File: src/rtl/fq_tagger.sv
// ============================================================================
// Module   : fq_tagger
// Brief    : Per-flow head-of-line store that stamps descriptors with virtual
//            finish tags and tracks virtual time for the fair-queue picker.
// Revision : 1.0
// ============================================================================
`default_nettype none

module fq_tagger #(
   parameter int NUM_IN_LOG2 = 3,
   localparam int N = 2 ** NUM_IN_LOG2
) (
   input  logic                    clk,
   input  logic                    rst,
   input  logic [N-1:0]            in_valid,
   input  logic [N-1:0][7:0]       in_size,
   output logic [N-1:0]            in_ready,
   output logic [N-1:0][31:0]      count,
   output logic [N-1:0]            valid_o,
   output logic [N-1:0][7:0]       head_size,
   input  logic [NUM_IN_LOG2-1:0]  pick,
   input  logic                    pick_valid,
   output logic [31:0]             vtime,
   output logic                    pick_err
);

   logic [N-1:0]        r_hol_v;
   logic [N-1:0][31:0]  r_hol_tag;
   logic [N-1:0][7:0]   r_hol_size;
   logic [N-1:0][31:0]  r_last_finish;
   logic [31:0]         r_vtime;
   logic                r_pick_err;

   logic [N-1:0]        w_pop;
   logic [N-1:0]        w_accept;
   logic [N-1:0][31:0]  w_tag;
   logic                w_pop_any;
   logic                w_pick_empty;
   logic [31:0]         w_vtime_nxt;

   // Serial-number compare: a is strictly ahead of b across 32-bit wrap.
   function automatic logic wrap_gt(input logic [31:0] a, input logic [31:0] b);
      logic [31:0] d;
      d = a - b;
      return !d[31] && (d != 32'd0);
   endfunction

   always_comb begin
      w_pop    = '0;
      w_accept = '0;
      w_tag    = '0;
      in_ready = '0;
      for (int i = 0; i < N; i++) begin
         w_pop[i]    = pick_valid && (pick == NUM_IN_LOG2'(i)) && r_hol_v[i];
         in_ready[i] = !r_hol_v[i] || w_pop[i];
         w_accept[i] = in_valid[i] && in_ready[i];
         w_tag[i]    = (wrap_gt(r_last_finish[i], r_vtime) ? r_last_finish[i] : r_vtime)
                       + {24'd0, in_size[i]};
      end
      w_pop_any    = |w_pop;
      w_pick_empty = pick_valid && !r_hol_v[pick];
      w_vtime_nxt  = r_vtime;
      if (w_pop_any && wrap_gt(r_hol_tag[pick], r_vtime))
         w_vtime_nxt = r_hol_tag[pick];
   end

   always_ff @(posedge clk or negedge rst) begin
      if (!rst) begin
         r_hol_v       <= '0;
         r_hol_tag     <= '0;
         r_hol_size    <= '0;
         r_last_finish <= '0;
         r_vtime       <= '0;
         r_pick_err    <= 1'b0;
      end else begin
         for (int i = 0; i < N; i++) begin
            // A same-cycle refill overrides the pop and keeps the flow occupied.
            if (w_accept[i]) begin
               r_hol_v[i]       <= 1'b1;
               r_hol_tag[i]     <= w_tag[i];
               r_hol_size[i]    <= in_size[i];
               r_last_finish[i] <= w_tag[i];
            end else if (w_pop[i]) begin
               r_hol_v[i] <= 1'b0;
            end
         end
         r_vtime <= w_vtime_nxt;
         if (w_pick_empty)
            r_pick_err <= 1'b1;
      end
   end

   assign count     = r_hol_tag;
   assign valid_o   = r_hol_v;
   assign head_size = r_hol_size;
   assign vtime     = r_vtime;
   assign pick_err  = r_pick_err;

endmodule

`default_nettype wire
File: config.mk
export PLATFORM = sky130hd
export DESIGN_NAME = fq_tagger
export DESIGN_NICKNAME = d
export VERILOG_FILES = /design/src/rtl/fq_tagger.sv
export SDC_FILE = /design/constraint.sdc
export NUM_CORES = 2
export LEC_CHECK = 0
export ABC_AREA = 0
export BUFFER_PORTS_ARGS = -buffer_cell sky130_fd_sc_hd__clkbuf_2
export CORE_UTILIZATION = 40
export DETAILED_ROUTE_END_ITERATION = 8
export HOLD_SLACK_MARGIN = 0.06
export SETUP_SLACK_MARGIN = 0.4
export SYNTH_ARGS = -nofsm -noshare
export SYNTH_HDL_FRONTEND = slang
export SYNTH_SLANG_ARGS = --single-unit
File: constraint.sdc
create_clock -name clk -period 8.05 [get_ports clk]
set_input_delay 1.61 -clock clk [delete_from_list [all_inputs] [get_ports clk]]
set_output_delay 1.61 -clock clk [all_outputs]
set_load 0.005 [all_outputs]
Yosys cells after proc, flatten, opt, wreduce, memory -nomap -nowiden
Cells that the tools add are included.
{ "totals": {"mem_count": 0, "mem_bits_rw": 0, "register_bits": 361, "output_inout_bits": 369, "rom_bits": 0, "latchBits": 0} }
{ "op_classes": {"n_eq_ne": 7, "n_bitwise": 0, "mul": 0, "addsub": 17, "magnitude_cmp": 1, "muxes": 28, "div": 0, "shift": 0, "reduce_logical": 80} }
{ "ops": {"columns": ["cell", "count"], "rows": [
  ["2-to-1 mux 32 bit", 9],
  ["nonzero test 32 bit", 9],
  ["subtractor 32 bit", 9],
  ["adder 32 x 8 -> 32 bit", 8],
  ["binary-select mux 32 bit (select 3 bit)", 1],
  ["logical AND 1 bit", 35],
  ["zero test 1 bit", 18],
  ["2-to-1 mux 1 bit", 17],
  ["nonzero test 2 bit", 8],
  ["== test 3 bit (second input constant)", 4],
  ["logical OR 1 bit", 8],
  ["OR reduction 8 bit", 1],
  ["== test 3 x 2 -> 1 bit (second input constant)", 2],
  ["< comparator 3 x 4 -> 1 bit (second input constant)", 1],
  ["binary-select mux 1 bit (select 3 bit)", 1],
  ["== test 3 x 1 -> 1 bit (second input constant)", 1],
  ["zero test 3 bit", 1]
]} }

Logic depth before layout (Yosys ltp)
{ "logic_depth": {"word_depth": 6, "depth_mapped": 35, "ltp_nobuf": 30} }

Worst setup path after synthesis
Ideal clock, no wire load.
{ "synth_path": {"path_kind": "input port to flip-flop", "start": "input pick[0]", "end": "register r_vtime[10] (netlist: vtime[10])", "path_buffers": 5, "stages": 23, "t_arrival_ns": 7.464, "path_slack_ns": 0.462, "path_cell_list": "clkbuf_1 -> buf_1 -> buf_1 -> clkbuf_1 -> mux4_2 -> mux2i_1 -> ha_1 -> inv_1 -> fa_1 -> a21o_1 -> a21oi_1 -> o21ai_0 -> a2111oi_0 -> o41ai_1 -> a31oi_1 -> o21ai_0 -> a31o_2 -> o31ai_1 -> mux2i_1 -> o41ai_2 -> nor2_1 -> buf_1 -> mux2_2"} }
{ "synth_via": {"elab_chain_cells": 6, "word_cells_on_any_way": 32, "classes_between": "1 x add/sub; 7 x eq/ne; 2 x mux; 22 x reduce/logical"} }
{ "synth_lines": {"columns": ["item", "line", "text"], "rows": [
  ["start, declared", "21", "input logic [NUM_IN_LOG2-1:0] pick,"],
  ["binary-select mux 32 bit (select 3 bit)", "63, 64", null],
  ["2-to-1 mux 32 bit (not written as such)", "63, 64", null],
  ["subtractor 32 bit", "44", "d = a - b;"],
  ["nonzero test 32 bit / zero test 1 bit (equally long branches)", "45", "return !d[31] && (d != 32'd0);"],
  ["logical AND 1 bit", "45", null],
  ["logical AND 1 bit", "63", "if (w_pop_any && wrap_gt(r_hol_tag[pick], r_vtime))"],
  ["end signal, assigned", "87", "r_vtime <= w_vtime_nxt;"],
  ["end, declared", "31", "logic [31:0] r_vtime;"]
]} }
Parallel ways exist; a longest one is shown, timed or not. The select of a mux whose other input is x is not followed.
A chain may end at the register's enable or synchronous reset.

Worst setup path after layout
{ "layout_path": {"start": "input pick[0]", "end": "register r_vtime[0] (netlist: vtime[0])"} }
The elaborated chain is that of the path after synthesis.

==> run metrics <==
outcome=complete, no violations; Yosys cell types=112; minimum clock period=7420 ps; commonest non-fill, non-tap cells in the layout=nand2_1 (800), a21oi_1 (586), o21ai_0 (458); vias post-DR=53,300; GRT Residual Overflow=0; Post-synth EDFFs=0; CP max stage delay=710 ps; Fmax achieved=135 MHz; Crit Path Class=in2reg; Rel. slew slack=0.170; CTS Buf Count=50; GRT Total Usage=0.419; critical path peak fanout=24; critical-path cell list=buf_4 -> mux4_2 -> mux2i_1 -> ha_1 -> inv_1 -> fa_1 -> a21o_1 -> a21oi_1 -> o21ai_0 -> a2111oi_0 -> o41ai_1 -> buf_4 -> a31oi_1 -> o21ai_0 -> a31o_2 -> o31ai_1 -> mux2i_1 -> o41ai_2 -> buf_4 -> o31ai_1; Die W=338 um; Initial Util=0.405; Avg Synthesized Cell Area=7.52 sq um; Routed Antenna Nets=0; Main synth FF type=dfrtp_1; layout cells sized above 1=0.174; worst skew pair latency=680 ps; unrepaired setup endpoints after global routing=yes; num rows=122; Fin. Hold Viols=0; wire length per cell=30.9 um; Slowest-stage cell, CP=a2111oi_0; IO Count=447; I/O Buffers=446; WP data required=8530 ps; asr flop ratio synth=1.00; Worst setup SP type=primary input; first-pass GRT wire length=346,000 um; CTS Sinks=361; area grow syn2layout=15.7%; Worst Max-Slew Pin Slew=1240 ps; Post-Syn Area=45,100 sq um; Setup Viol. Count Final=0; clock skew=25.4 ps; Worst Path Arrival=7890 ps; Vias/cell=6.66; synth warn=0; largest net degree at the start of global routing=135; Core ar.=111,000 sq um; maxcap violations=0; initial antenna violation count=31; crit-path most repeated cell=buf_4; most common cell after layout, fill and taps aside=nand2_1; Tightest Hold Check Type=reg2reg; cells after synthesis=5,993; CTS tree=built; setup TNS=0 ps; DIE AREA=114,000 sq um; Clock Root Buffer=clkbuf_16; clock buffer depth=3; CP endpoint kind=register; clk slew on worst S/H paths=70 ps; nets@finish=6,883; reg2reg setup slack=710 ps; Seq cells post-synth=361; Net Count, Synth=6,431; Routed WL=247,000 um; hpwl dp=190,000 um; DRT Pass-1 Iters=6; Die Y=338 um; gp weighted congestion=1.11; vias in the first global route=47,300; DRC Markers=0; CTS H-tree depth=2; Final Slew Violations=0; share of the yosys chip area belonging to registers=0.200; initial DRC count=7,694; final worst path period share=0.921
[final timing paths]
kind / startpoint / end / cells after the start
worst max-delay path: pick[0] / vtime[0]$_DFFE_PN0P_ / 20
worst min-delay path: pick_err$_DFFE_PN0P_ / pick_err$_DFFE_PN0P_ / 1
worst max register to register: vtime[26]$_DFFE_PN0P_ / r_last_finish[176]$_DFFE_PN0P_ / 27
worst min register to register: pick_err$_DFFE_PN0P_ / pick_err$_DFFE_PN0P_ / 1
max in group asynchronous: rst / r_last_finish[129]$_DFFE_PN0P_ / 2
min in group asynchronous: rst / head_size[1]$_DFFE_PN0P_ / 1
[critical path: cells and delay by family]
kind                     cells  cell delay (ps)
AO/OA/AOI/OAI               11             3490
multiplexers                 3             1190
buffers and inverters        4              870
adder cells (fa/ha/maj)      2              680
[flip-flops by register name, indices dropped and copies added, names as in the netlist]
signal / cells
r_last_finish: 256
pick_err: 1
head_size: 64
valid_o: 8
vtime: 32
[per-layer routing]
metal,global-route usage,share of wire
met1,0.578,0.41
met2,0.579,0.40
met3,0.135,0.13
met4,0.211,0.059
met5,0,0.00061
[final cells by class]
class	instances	area [sq um]
multi-input cells	5102	34100
well taps	1488	1860
clock inverters	20	292
diodes	22	55.1
repair buffers	740	4590
fillers	11200	59100
clock buffers	73	1480
flip-flops and latches	361	9030
inverters	190	748
[synth_stat cells (116+ instances only)]
library cell | instances | share of area
mux2i_1 | 118 | 0.026
nand3_1 | 219 | 0.024
nand4_1 | 116 | 0.016
o21ai_0 | 465 | 0.052
nor3_1 | 156 | 0.017
dfrtp_1 | 361 | 0.20
inv_1 | 173 | 0.014
clkbuf_1 | 273 | 0.023
a21o_1 | 140 | 0.023
xnor2_1 | 202 | 0.039
ha_1 | 343 | 0.095
nor2_1 | 427 | 0.036
nand2_1 | 803 | 0.067
a21oi_1 | 589 | 0.065
[logic make-up after synthesis]
family | after synthesis | share of synthesized area
simple gates | 2217 | 0.235
compound gates | 1969 | 0.278
buf+inv | 530 | 0.0466
flops | 361 | 0.200
fa+ha+maj | 360 | 0.103
mux | 293 | 0.0866
xor+xnor | 263 | 0.0511
[timing repair]
item / in CTS / in global routing
hold buffers: 0 / 0
setup buffers: 0 / 4
gates resized for setup: 1 / 43
setup endpoints to repair: 3 / 72
[metrics by stage]
stage	instances	util	area [sq um]	worst slack, ps	hold WS (ps)
after floorplan	5993	-	45100	462	451
after global placement	7877	0.451	50200	138	440
after detailed placement	7877	0.451	50200	257	447
after CTS	7970	0.467	51900	680	469
after global routing	7974	0.468	52100	268	490
final	7996	0.469	52100	635	464
Power is not shown: default switching activity piles up to over one toggle a cycle in this logic, so the estimate is an artifact.
